--- src/rtl/store_buffer_pkg.sv ---
// Shared types and mask encodings for the posted-write store buffer.
package store_buffer_pkg;

  localparam int unsigned SB_AW = 32;

  localparam logic [2:0] MASK_B  = 3'b000;
  localparam logic [2:0] MASK_H  = 3'b001;
  localparam logic [2:0] MASK_W  = 3'b010;
  localparam logic [2:0] MASK_BU = 3'b100;
  localparam logic [2:0] MASK_HU = 3'b101;

  typedef struct packed {
    logic [SB_AW-1:0] addr;
    logic [31:0]      data;
    logic [2:0]       mask;
  } sb_entry_t;

endpackage

--- src/rtl/sb_fifo.sv ---
// Store-buffer storage: circular entry array, pointers, occupancy and a
// per-entry word-address match vector against the current load address.
module sb_fifo
  import store_buffer_pkg::*;
#(
  parameter int unsigned DEPTH = 4,
  parameter int unsigned AW    = SB_AW
) (
  input  logic             clk,
  input  logic             reset,
  input  logic             push,
  input  logic             pop,
  input  logic [AW-1:0]    wr_addr,
  input  logic [31:0]      wr_data,
  input  logic [2:0]       wr_mask,
  input  logic [AW-3:0]    cmp_word,
  output logic [AW-1:0]    head_addr,
  output logic [31:0]      head_data,
  output logic [2:0]       head_mask,
  output logic             full,
  output logic             empty,
  output logic [DEPTH-1:0] match
);

  localparam int unsigned PW = $clog2(DEPTH);
  localparam int unsigned CW = PW + 1;

  sb_entry_t        entries [DEPTH];
  logic [DEPTH-1:0] valid;
  logic [PW-1:0]    head;
  logic [PW-1:0]    tail;
  logic [CW-1:0]    count;

  // Payload carries no reset; valid bits alone decide what is live.
  always_ff @(posedge clk) begin
    if (push) begin
      entries[tail] <= '{addr: SB_AW'(wr_addr), data: wr_data, mask: wr_mask};
    end
  end

  always_ff @(posedge clk) begin
    if (reset) begin
      head  <= '0;
      tail  <= '0;
      count <= '0;
      valid <= '0;
    end else begin
      if (pop) begin
        valid[head] <= 1'b0;
        head        <= head + PW'(1);
      end
      if (push) begin
        valid[tail] <= 1'b1;
        tail        <= tail + PW'(1);
      end
      case ({push, pop})
        2'b10:   count <= count + CW'(1);
        2'b01:   count <= count - CW'(1);
        default: count <= count;
      endcase
    end
  end

  assign full      = (count == CW'(DEPTH));
  assign empty     = (count == '0);
  assign head_addr = AW'(entries[head].addr);
  assign head_data = entries[head].data;
  assign head_mask = entries[head].mask;

  always_comb begin
    match = '0;
    for (int unsigned i = 0; i < DEPTH; i++) begin
      match[i] = valid[i] && (entries[i].addr[AW-1:2] == cmp_word);
    end
  end

endmodule

--- src/rtl/store_buffer.sv ---
// Posted-write buffer between the load/store unit and word-addressed data
// memory: loads bypass, stores drain oldest-first when the port is free.
module store_buffer
  import store_buffer_pkg::*;
#(
  parameter int unsigned DEPTH = 4,
  parameter int unsigned AW    = 32
) (
  input  logic          clk,
  input  logic          reset,
  input  logic [AW-1:0] cpu_addr,
  input  logic [31:0]   cpu_wdata,
  input  logic [2:0]    cpu_mask,
  input  logic          cpu_wr_en,
  input  logic          cpu_rd_en,
  output logic [31:0]   cpu_rdata,
  output logic          cpu_stall,
  output logic [AW-1:0] mem_addr,
  output logic [31:0]   mem_wdata,
  output logic [2:0]    mem_mask,
  output logic          mem_wr_en,
  output logic          mem_rd_en,
  input  logic [31:0]   mem_rdata,
  output logic          empty
);

  logic             full;
  logic [DEPTH-1:0] match;
  logic [AW-1:0]    head_addr;
  logic [31:0]      head_data;
  logic [2:0]       head_mask;
  logic             hit;
  logic             load_go;
  logic             drain;
  logic             push;

  sb_fifo #(
    .DEPTH (DEPTH),
    .AW    (AW)
  ) u_fifo (
    .clk       (clk),
    .reset     (reset),
    .push      (push),
    .pop       (drain),
    .wr_addr   (cpu_addr),
    .wr_data   (cpu_wdata),
    .wr_mask   (cpu_mask),
    .cmp_word  (cpu_addr[AW-1:2]),
    .head_addr (head_addr),
    .head_data (head_data),
    .head_mask (head_mask),
    .full      (full),
    .empty     (empty),
    .match     (match)
  );

  // Everything is gated by reset so a reset cycle cannot leak a buffered
  // store to memory before the synchronous clear takes effect.
  assign hit       = cpu_rd_en & (|match);
  assign load_go   = ~reset & cpu_rd_en & ~hit;
  assign drain     = ~reset & ~load_go & ~empty;
  assign push      = ~reset & cpu_wr_en & ~full;
  assign cpu_stall = ~reset & ((cpu_wr_en & full) | hit);

  always_comb begin
    mem_addr  = '0;
    mem_wdata = '0;
    mem_mask  = '0;
    mem_wr_en = 1'b0;
    mem_rd_en = 1'b0;
    cpu_rdata = '0;
    if (load_go) begin
      mem_rd_en = 1'b1;
      mem_addr  = cpu_addr;
      mem_mask  = cpu_mask;
      cpu_rdata = mem_rdata;
    end else if (drain) begin
      mem_wr_en = 1'b1;
      mem_addr  = head_addr;
      mem_wdata = head_data;
      mem_mask  = head_mask;
    end
  end

endmodule

--- config.mk ---
export PLATFORM = sky130hd
export DESIGN_NAME = store_buffer
export DESIGN_NICKNAME = d
export VERILOG_FILES = /design/src/rtl/store_buffer_pkg.sv /design/src/rtl/sb_fifo.sv /design/src/rtl/store_buffer.sv
export SDC_FILE = /design/constraint.sdc
export NUM_CORES = 1
export LEC_CHECK = 0
export CAP_MARGIN = 25
export CORE_ASPECT_RATIO = 1.5
export CORE_UTILIZATION = 51
export CTS_BUF_LIST = sky130_fd_sc_hd__clkbuf_8
export CTS_CLUSTER_SIZE = 28
export DETAILED_ROUTE_END_ITERATION = 8
export GPL_ROUTABILITY_DRIVEN = 0
export HOLD_SLACK_MARGIN = 0.02
export PLACE_DENSITY = 0.79
export SYNTH_ARGS = -nofsm -noshare
export SYNTH_HDL_FRONTEND = slang
export SYNTH_SLANG_ARGS = --single-unit
--- constraint.sdc ---
create_clock -name clk -period 3.6 [get_ports clk]
set_input_delay 0.72 -clock clk [delete_from_list [all_inputs] [get_ports clk]]
set_output_delay 0.72 -clock clk [all_outputs]
set_load 0.05 [all_outputs]
### Word level (Yosys, flattened, before mapping)

Memory sizes are Yosys's and may differ from the RTL's. A register that Yosys moved wholly into a read port is not among the register bits.
Index checks and enable logic that the tools add are counted.
W data, S select, Z words.

| storage, ports and cells | value |
|---|---|
| register bits | 11 |
| bits in writable memories | 268 |
| input port bits | 103 |
| output and inout port bits | 103 |
| word-level logic and storage cells | 69 |
| memories | 1 |

Memories:

| memory | words | width | read ports | clocked after memory_dff | wr ports | line | text |
|---|---|---|---|---|---|---|---|
| u_fifo.entries | 4 | 67 | 5 | 1 | 1 | sb_fifo.sv:28 | `sb_entry_t entries [DEPTH];` |

| cells by class | value |
|---|---|
| $add $sub $neg | 4 |
| $lt $le $gt $ge | 4 |
| equal/unequal tests | 7 |
| muxes and demuxes | 22 |
| bitwise gates (word level) | 18 |
| reductions and logical operators | 9 |

Operators with widths:

| kind | number |
|---|---|
| $mux W32 | 5 |
| $eq A30 B30 Y1 | 4 |
| $mux W4 | 3 |
| $and A1 B1 Y1 | 9 |
| $mux W1 | 7 |
| $logic_and A1 B1 Y1 | 6 |
| $lt A2 B3 Y1 const B | 2 |
| $mux W3 | 2 |
| $pmux W3 S2 | 1 |
| $not A1 Y1 | 5 |
| $add A2 B1 Y2 const B | 2 |
| $and A4 B4 Y4 | 1 |
| $demux W1 S2 | 2 |
| $ge A2 B1 Y1 const B | 2 |
| $mux W2 | 2 |
| $not A4 Y4 | 1 |
| $or A4 B4 Y4 | 1 |
| $reduce_or A4 Y1 | 1 |
| $add A3 B1 Y3 const B | 1 |
| $eq A3 B3 Y1 const B | 1 |
| $logic_not A3 Y1 | 1 |
| $sub A3 B1 Y3 const B | 1 |
| $eq A2 B1 Y1 const B | 1 |
| $eq A2 B2 Y1 const B | 1 |
| 2 further kinds | 2 |

### Depth between registers and ports, before layout

| logic depth | value |
|---|---|
| depth after elaboration | 13 |
| depth in mapped cells | 15 |
| depth with buffers taken out | 12 |

### Modules after synthesis

Synthesis repeated with hierarchy kept, for this count alone.

| unflattened totals | value |
|---|---|
| cell total of the unflattened synthesis | 804 |
| area, all modules | 13030.0 um2 |

By module, submodules not included:

| module | times used | cells an instance | area an instance (um2) | sequential area each (um2) |
|---|---|---|---|---|
| sb_fifo | 1 | 608 | 11830.1 | 8308.0 |
| store_buffer | 1 | 196 | 1199.9 | 0.0 |

### Least setup slack after synthesis

No wires, ideal clock.

| timing | value |
|---|---|
| path type | input to output |
| start point | input cpu_addr[17] |
| end point | output mem_wdata[24] |
| data arrival time | 2.991 ns |
| setup slack | -0.111 ns |
| cell stages on the path | 9 |
| path through | buf_2 xnor2_1 nand4_1 or4_4 o22ai_4 nor4b_4 buf_12 buf_8 nor3b_2 |

| on the way | value |
|---|---|
| cells in the longest elaborated chain, start to end | 11 |
| elaborated cells between the ends (all ways) | 17 |
| those cells by class | 4 x eq/ne; 2 x mux; 6 x bitwise; 5 x reduce/logical |

Ends and longest elaborated chain:

| what | line | text |
|---|---|---|
| start, declared | store_buffer.sv:11 | `input logic [AW-1:0] cpu_addr,` |
| $eq A30 B30 Y1 | sb_fifo.sv:73 | `match[i] = valid[i] && (entries[i].addr[AW-1:2] == cmp_word);` |
| $logic_and A1 B1 Y1 | sb_fifo.sv:73 |  |
| $reduce_or A4 Y1 * | store_buffer.sv:59 | `assign hit = cpu_rd_en & (\|match);` |
| $and A1 B1 Y1 * | store_buffer.sv:59 |  |
| $not A1 Y1 * | store_buffer.sv:60 | `assign load_go = ~reset & cpu_rd_en & ~hit;` |
| $and A1 B1 Y1 * | store_buffer.sv:60 |  |
| $not A1 Y1 | store_buffer.sv:61 | `assign drain = ~reset & ~load_go & ~empty;` |
| $and A1 B1 Y1 (2 in a row) | store_buffer.sv:61 |  |
| $mux W32 | store_buffer.sv:77 | `end else if (drain) begin` |
| $mux W32 * | store_buffer.sv:72 | `if (load_go) begin` |
| end, declared | store_buffer.sv:19 | `output logic [31:0] mem_wdata,` |

Mark *: on every way between the ends. The rest lies on a longest branch, timed or not.

### Final worst setup path

| timing | value |
|---|---|
| start point | input cpu_addr[4] |
| end point | output mem_addr[8] |

| on the way | value |
|---|---|
| cells in the longest elaborated chain, start to end | 11 |
| elaborated cells between the ends (all ways) | 17 |
| those cells by class | 4 x eq/ne; 2 x mux; 6 x bitwise; 5 x reduce/logical |

Ends and longest elaborated chain:

| what | line | text |
|---|---|---|
| $eq A30 B30 Y1 | sb_fifo.sv:73 |  |
| $logic_and A1 B1 Y1 | sb_fifo.sv:73 |  |
| $reduce_or A4 Y1 * | store_buffer.sv:59 |  |
| $and A1 B1 Y1 * | store_buffer.sv:59 |  |
| $not A1 Y1 * | store_buffer.sv:60 |  |
| $and A1 B1 Y1 * | store_buffer.sv:60 |  |
| $not A1 Y1 | store_buffer.sv:61 |  |
| $and A1 B1 Y1 (2 in a row) | store_buffer.sv:61 |  |
| $mux W32 | store_buffer.sv:77 |  |
| $mux W32 * | store_buffer.sv:72 |  |
| end, declared | store_buffer.sv:18 | `output logic [AW-1:0] mem_addr,` |

Marks and branches as above.

==> flow_summary.json <==
{
  "h-tree-depth": 2,
  "synth-compound-area-share": 0.0116,
  "clkLatencyLatePin_ns": 0.57,
  "cp-end-kind": "primary output",
  "clockBufferDepth": 3,
  "yosysUniqueCellTypes": 42,
  "tns_ns": -24.52,
  "synth_top_family_by_area": "multiplexers",
  "synthTopCellsByCount": "edfxtp_1 (268), mux4_2 (67), xor2_1 (62)",
  "grt_usage": 0.255,
  "core_mm2": 0.0259,
  "yosysTopAreaCell": "edfxtp_1",
  "grt.busiest_layer": "met2",
  "dr.pass1.iters": 4,
  "rsz0062_at_grt": "yes",
  "clock_sinks": 281,
  "synth-simple-area-share": 0.0923,
  "power.density_mw_per_mm2": 499,
  "synth_edf_count": 268,
  "ctsRootBufferMaster": "clkbuf_8",
  "synth_xor_area_frac": 0.0805,
  "drive_gt1_frac": 0.484,
  "crit_fanout": 8,
  "synth_cells": 789,
  "syn_area_mm2": 0.0135,
  "gr-usage-met1": 0.304,
  "synth_area_leaders": "edfxtp_1 (60%), mux4_2 (11%), xor2_1 (4.0%), mux2_4 (3.9%), xnor2_1 (3.9%)",
  "initial_core_util": 0.521,
  "synth.yosys.warnings": 0,
  "maxCapViolCount": 0,
  "grt_max_degree": 68,
  "final_cells": 1458,
  "tightest_slew_ns": 0.579,
  "synth_fa_ha_area_frac": 0.00985,
  "timing_max_transition_violations_final": 0,
  "ir_drop_uv": 436,
  "ios": 206,
  "dp.cells": 1360,
  "dieArea_mm2": 0.0271,
  "synth-main-ff-cell": "edfxtp_1",
  "violations": "setup timing",
  "grt_pass1_vias": 8711,
  "cts_tree": "built",
  "hpwl_um": 21700,
  "timing.final.crit_share": 1.10,
  "finalPower_mw": 9.52,
  "setup_viol": 102,
  "period_needed_ns": 3.96,
  "viasPerCell": 5.58,
  "ys_seq_area_frac": 0.617,
  "area_growth_pct": 41.7,
  "antenna_found_initial": 1,
  "portBuffers": 205,
  "crit_required_ns": 2.88,
  "synth_fp_nets": 902,
  "arrival_ns": 3.24,
  "drc_errors": 0,
  "grt_pass1_wl_um": 50900,
  "synth_top_area_share": 0.597,
  "drt_iter0_drc": 449,
  "wl_per_cell_um": 23.0,
  "ant_nets": 0,
  "cts.clk_slew.worst_paths_ns": 0.06,
  "async_reset_ff_frac": 0,
  "synthMuxAreaShare": 0.152,
  "yosysMostFrequentCell": "edfxtp_1",
  "cts_made_buffers": 40,
  "status": "complete, but fails checks",
  "groute.layer.met3.usage": 0.0434,
  "ctsHoldBuffers": 0,
  "overflow": 0,
  "clock.fmax_mhz": 252,
  "dr_total_vias": 8130,
  "slew_headroom": 0.612,
  "fp.dieW_um": 135,
  "avgSynthCellArea_um2": 17.1,
  "fin_skew_ns": 0.0199,
  "row_count": 72,
  "nets": 1212,
  "grt.met2_usage": 0.441,
  "fill_cells": 1500,
  "critical_path_class": "in2out",
  "leakagePower_nw": 6.87,
  "routed_wl_um": 33500,
  "start_kind": "input pin",
  "hold_viol_final": 0,
  "dieHeight_um": 201,
  "ys_seq_elements": 281,
  "timing.final.ws_setup_ns": -0.364,
  "hp-class": "reg2reg"
}
## metal layers
layer  vias to the layer above  part of all wire  wire [µm]
met5                         -                 0          0
met4                         0             0.046       1540
met3                        84             0.059       1970
met2                       321              0.53      17800
met1                      4083              0.37      12300
li1                       3642                 -          -
## where the power goes
| group | internal, mW | leakage (nW) | switching, mW | total, mW |
|---|---|---|---|---|
| clock | 1.09 | 0.399 | 1.15 | 2.25 |
| sequential | 3.74 | 2.54 | 0.124 | 3.87 |
| combinational | 1.72 | 3.93 | 1.69 | 3.41 |
## state kept, by name, indices dropped and copies added (netlist names), named ones only
name	count
u_fifo.count	3
u_fifo.entries	268
u_fifo.head	2
u_fifo.tail	2
u_fifo.valid	4
## final timing paths
check	startpoint	endpoint	slack, ns	depth (start not counted)
max	cpu_addr[4]	mem_addr[8]	-0.36	12
min	u_fifo.valid[3]	u_fifo.valid[3]	0.48	2
max reg2reg	u_fifo.entries[0][61]	u_fifo.count[2]	0.05	16
min reg2reg	u_fifo.valid[3]	u_fifo.valid[3]	0.48	2
## layout by cell type (no fill, tap or decap), types with 5 or more instances in the layout
master           instances
and2_4                  32
and3_1                  35
buf_12                  90
buf_2                   14
buf_4                   79
buf_6                   49
buf_8                   10
clkbuf_8                43
clkdlybuf4s15_2         12
clkdlybuf4s50_1         73
clkinv_1                 7
dfxtp_1                 11
edfxtp_1               268
ha_1                     8
inv_1                   24
mux2_4                  35
mux4_2                  67
nand2_1                 11
nand4_1                 20
nor2_1                   6
nor3b_4                 32
nor4_1                   5
nor4_2                   8
xnor2_1                 35
xnor2_2                 23
xor2_1                  45
xor2_2                  14
## cell type report
| cell class | instances | area, µm² | area share |
|---|---|---|---|
| well taps | 333 | 417 | 0.0218 |
| clock inverters | 24 | 98.8 | 0.00518 |
| diodes | 1 | 2.50 | 0.000131 |
| inverters | 14 | 52.6 | 0.00275 |
| repair buffers | 336 | 4180 | 0.219 |
| flip-flops and latches | 281 | 8310 | 0.436 |
| multi-input cells | 426 | 5430 | 0.285 |
| clock buffers | 43 | 592 | 0.0310 |
## kinds of logic after synthesis
logic type,after synthesis
AO/OA/AOI/OAI,18
multiplexers,103
flip-flops,281
AND/OR/NAND/NOR,171
adder cells (fa/ha/maj),10
XOR/XNOR,123
buffers and inverters,83
## stage by stage
| step | instance area, µm² | setup slack, ns | util | hold WS, ns |
|---|---|---|---|---|
| 6_report | 19100 | -0.364 | 0.738 | 0.479 |
| 5_1_grt | 19100 | -0.428 | 0.738 | 0.477 |
| 4_1_cts | 19100 | -0.289 | 0.737 | 0.454 |
| 3_5_place_dp | 17300 | -0.892 | 0.668 | 0.466 |
| 3_3_place_gp | 17300 | -0.809 | 0.668 | 0.455 |
| 2_1_floorplan | 13600 | -0.0720 | - | 0.444 |
## what timing repair did
| action | CTS | global route |
|---|---|---|
| gates cloned | 10 | 0 |
| endpoints found under the setup margin | 103 | 102 |
| gates resized for setup | 266 | 21 |
| endpoints found under the hold margin | 0 | 0 |
| pin swaps | 88 | 15 |
| buffers inserted | 18 | 12 |
## critical path, cell delays in order
cell             delay [ns]
clkdlybuf4s15_2        0.23
buf_4                  0.17
xnor2_1                0.19
nand4_1                0.15
or4_4                  0.51
o22ai_4                0.26
nor4b_4                0.10
buf_6                  0.15
buf_12                 0.15
buf_12                 0.14
mux2_4                 0.30
buf_6                  0.15
(Power assumes the default switching activity.)
==> edit, RTL diff (same settings) <==
`DEPTH` is set to 4 in 2 places; all go to 16.
--- a/src/rtl/sb_fifo.sv
+++ b/src/rtl/sb_fifo.sv
@@ -3,7 +3,7 @@
 module sb_fifo
   import store_buffer_pkg::*;
 #(
-  parameter int unsigned DEPTH = 4,
+  parameter int unsigned DEPTH = 16,
   parameter int unsigned AW    = SB_AW
 ) (
   input  logic             clk,
--- a/src/rtl/store_buffer.sv
+++ b/src/rtl/store_buffer.sv
@@ -3,7 +3,7 @@
 module store_buffer
   import store_buffer_pkg::*;
 #(
-  parameter int unsigned DEPTH = 4,
+  parameter int unsigned DEPTH = 16,
   parameter int unsigned AW    = 32
 ) (
   input  logic          clk,
Function: not settled (the Yosys comparison gave no result); the edit may change what the design does.
==> edit against the original RTL <==
  * The flow still finishes with violations (negative setup slack)
  * Design area rose to 3.2 times the old value
  * Via count grew to 3.6 times the old value
  * Worst setup slack got worse by 0.71 ns
  * Count of clock-buffer cells in the layout is 118 higher
  * Power grew to 3.6 times the old value
  * Sequential cell count grew 824
  * Wire length grew to 4.7 times the old value
  * Sequential share of layout area rose by 9.8 points
  * Clock skew increased by 0.035 ns
  * Area after synthesis grew to 3.6 times the old value
==> edit: results (changes against the original RTL) <==
| Metric | Value |
|---|---|
| Worst Path Max Fanout | 6 (-2) |
| Setup Viol. Count Final | 113 (+11%) |
| Arrival @ worst endpoint | 3.96 ns (+0.72 ns) |
| Global routing met3 resource utilization | 7.99% (+3.7 points) |
| Post-Synth XOR/XNOR Area | 8.79% (+0.74 points) |
| Number of synthesized flops with an enable pin | 1,072 (+300%) |
| P_leak | 19.7 nW (+190%) |
| Largest registers | u_fifo.entries (1072), u_fifo.valid (16), u_fifo.count (5) |
| Post-synthesis mux area share | 15.5% (+0.33 points) |
| Post-synthesis net count | 2,722 (+200%) |
| Peak VDD IR | 0.377 mV (-13%) |
| WL final | 157,000 µm (+370%) |
| Outcome | complete, but fails checks |
| Clock latency at the later pin of the worst-skew pair | 0.90 ns (+0.33 ns) |
| Actual slew at the worst max-slew pin | 0.921 ns (+0.343 ns) |
| Worst Skew | 0.0548 ns (+0.0349 ns) |
| Vias in the first global route | 29.9k (+240%) |
| Synth unique cells | 53 (+26%) |
| Sequential area share after synthesis | 67.2% (+5.5 points) |
| Post-Synth Adder-Cell Area | 0.282% (-0.70 points) |
| Cts bufs inserted | 157 (+290%) |
| Failing checks | negative setup slack |
| Initial drt markers | 4,196 (+830%) |
| Synth Area in Compound Gates | 0.983% (-0.18 points) |
| Largest net degree at the start of global routing | 52 (-24%) |
| Input/output buffers | 205 (unchanged) |
| Clock Pin Slew Worst Setup and Hold Paths | 0.07 ns |
| H-tree Lvls | 4 (+2) |
| Met2 GRT Util | 52.9% (+8.8 points) |
| Post-route setup slack | -1.08 ns (-0.711 ns) |
| Total Routing Usage GR | 33.0% (+7.5 points) |
| Met1 Usage GRT | 38.2% (+7.8 points) |
| Clk root buf | clkbuf_8 |
| Nets | 3,344 (+180%) |
| Min-Delay Path Class | input port to register |
| DR vias/cell | 6.40 (+15%) |
| Share of layout cells above drive strength 1 | 39.9% (-8.5 points) |
| Synth top area cells | edfxtp_1 66%, mux4_2 15%, xnor2_1 8.6%, nand4_1 1.4%, dfxtp_1 1.4% |
| CTS Buffer Depth | 3 (unchanged) |
| HPWL reported at the end of detailed placement | 102,000 µm (+370%) |
| TNS Setup | -99.93 ns (-75.41 ns) |
| Initial antenna violation count | 16 (+15) |
| Initial DRT Pass Iterations | 8 (+4) |
| Post-synth top cells | 1,072 x edfxtp_1, 482 x xnor2_1, 335 x mux4_2, 113 x nand4_1, 63 x clkbuf_1 |
| Post-Place Cell Area | 0.0561 mm² (+220%) |
| First-pass GRT wire length | 220,000 µm (+330%) |
edit: changes by cell type after synthesis, moves of 38 or more:
| cell | unedited run | this run |
|---|---|---|
| clkbuf_1 | 25 | 63 |
| edfxtp_1 | 268 | 1072 |
| mux4_2 | 67 | 335 |
| nand2_1 | 12 | 54 |
| nor2b_1 | 0 | 40 |
| o21ai_0 | 2 | 49 |
| nand4_1 | 20 | 113 |
| xor2_1 | 62 | 5 |
| xnor2_1 | 60 | 482 |
edit: stage by stage:
step | hold WS (ns) | cells | setup slack, ns
after global routing | 0.256 | 4619 | -1.08
final | 0.293 | 4626 | -1.08
after floorplan | 0.455 | 2608 | -0.318
after CTS | 0.234 | 4611 | -0.857
after detailed placement | 0.539 | 4280 | -1.54
after global placement | 0.540 | 4280 | -1.48
edit: cell type report:
class / count / area, µm²
Clock buffer: 161 / 2220
Tap cell: 1260 / 1580
Clock inverter: 126 / 842
Multi-Input combinational cell: 1316 / 16300
Fill cell: 6087 / 33000
Antenna cell: 8 / 20.0
Inverter: 20 / 101
Timing Repair Buffer: 630 / 7700
Sequential cell: 1105 / 32900
edit: cell families after synthesis:
family	after synthesis
AOI/OAI and AO/OA	84
xor gates and xnor gates	489
adders and majority gates	11
buffers and inverters	187
DFF	1105
muxes	338
and+or+nand+nor	394
edit: where the power goes:
part | leakage, nW | switching [mW] | internal (mW) | total, mW
registers | 9.93 | 0.163 | 14.3 | 14.5
clock network | 1.72 | 5.01 | 4.76 | 9.77
logic | 8.05 | 5.30 | 5.20 | 10.5
total | 19.7 | 10.5 | 24.2 | 34.7
edit: final timing paths:
check	from	cells past startpoint	slack, ns	to
max	u_fifo.entries[11][57]	13	-1.08	mem_addr[29]
min	cpu_addr[4]	1	0.29	u_fifo.entries[0][39]
max reg2reg	u_fifo.entries[11][57]	17	-0.55	u_fifo.count[4]
min reg2reg	u_fifo.valid[6]	2	0.57	u_fifo.valid[6]
edit: critical path, stage by stage, from the launching register on:
cell and delay, ns:
edfxtp_1 0.48, xnor2_4 0.38, nand4_1 0.52, nor4_4 0.38, a22oi_2 0.11, nand4_2 0.16
nor4b_4 0.06, buf_6 0.14, buf_12 0.15, buf_12 0.14, buf_16 0.15, o21ai_2 0.13
buf_4 0.14, buf_12 0.12
edit: what timing repair did:
action / CTS / global route
pin swaps: 43 / 52
cloned: 18 / 5
endpoints found under the setup margin: 110 / 118
setup buffers: 28 / 7
gates resized for setup: 232 / 107
edit: metal layers:
metal  vias to the layer above  part of all wire, %
met4                        14                  9.4
li1                      11649                    -
met1                     14936                   32
met2                      2378                   49
met5                         -                0.065
met3                       635                   10
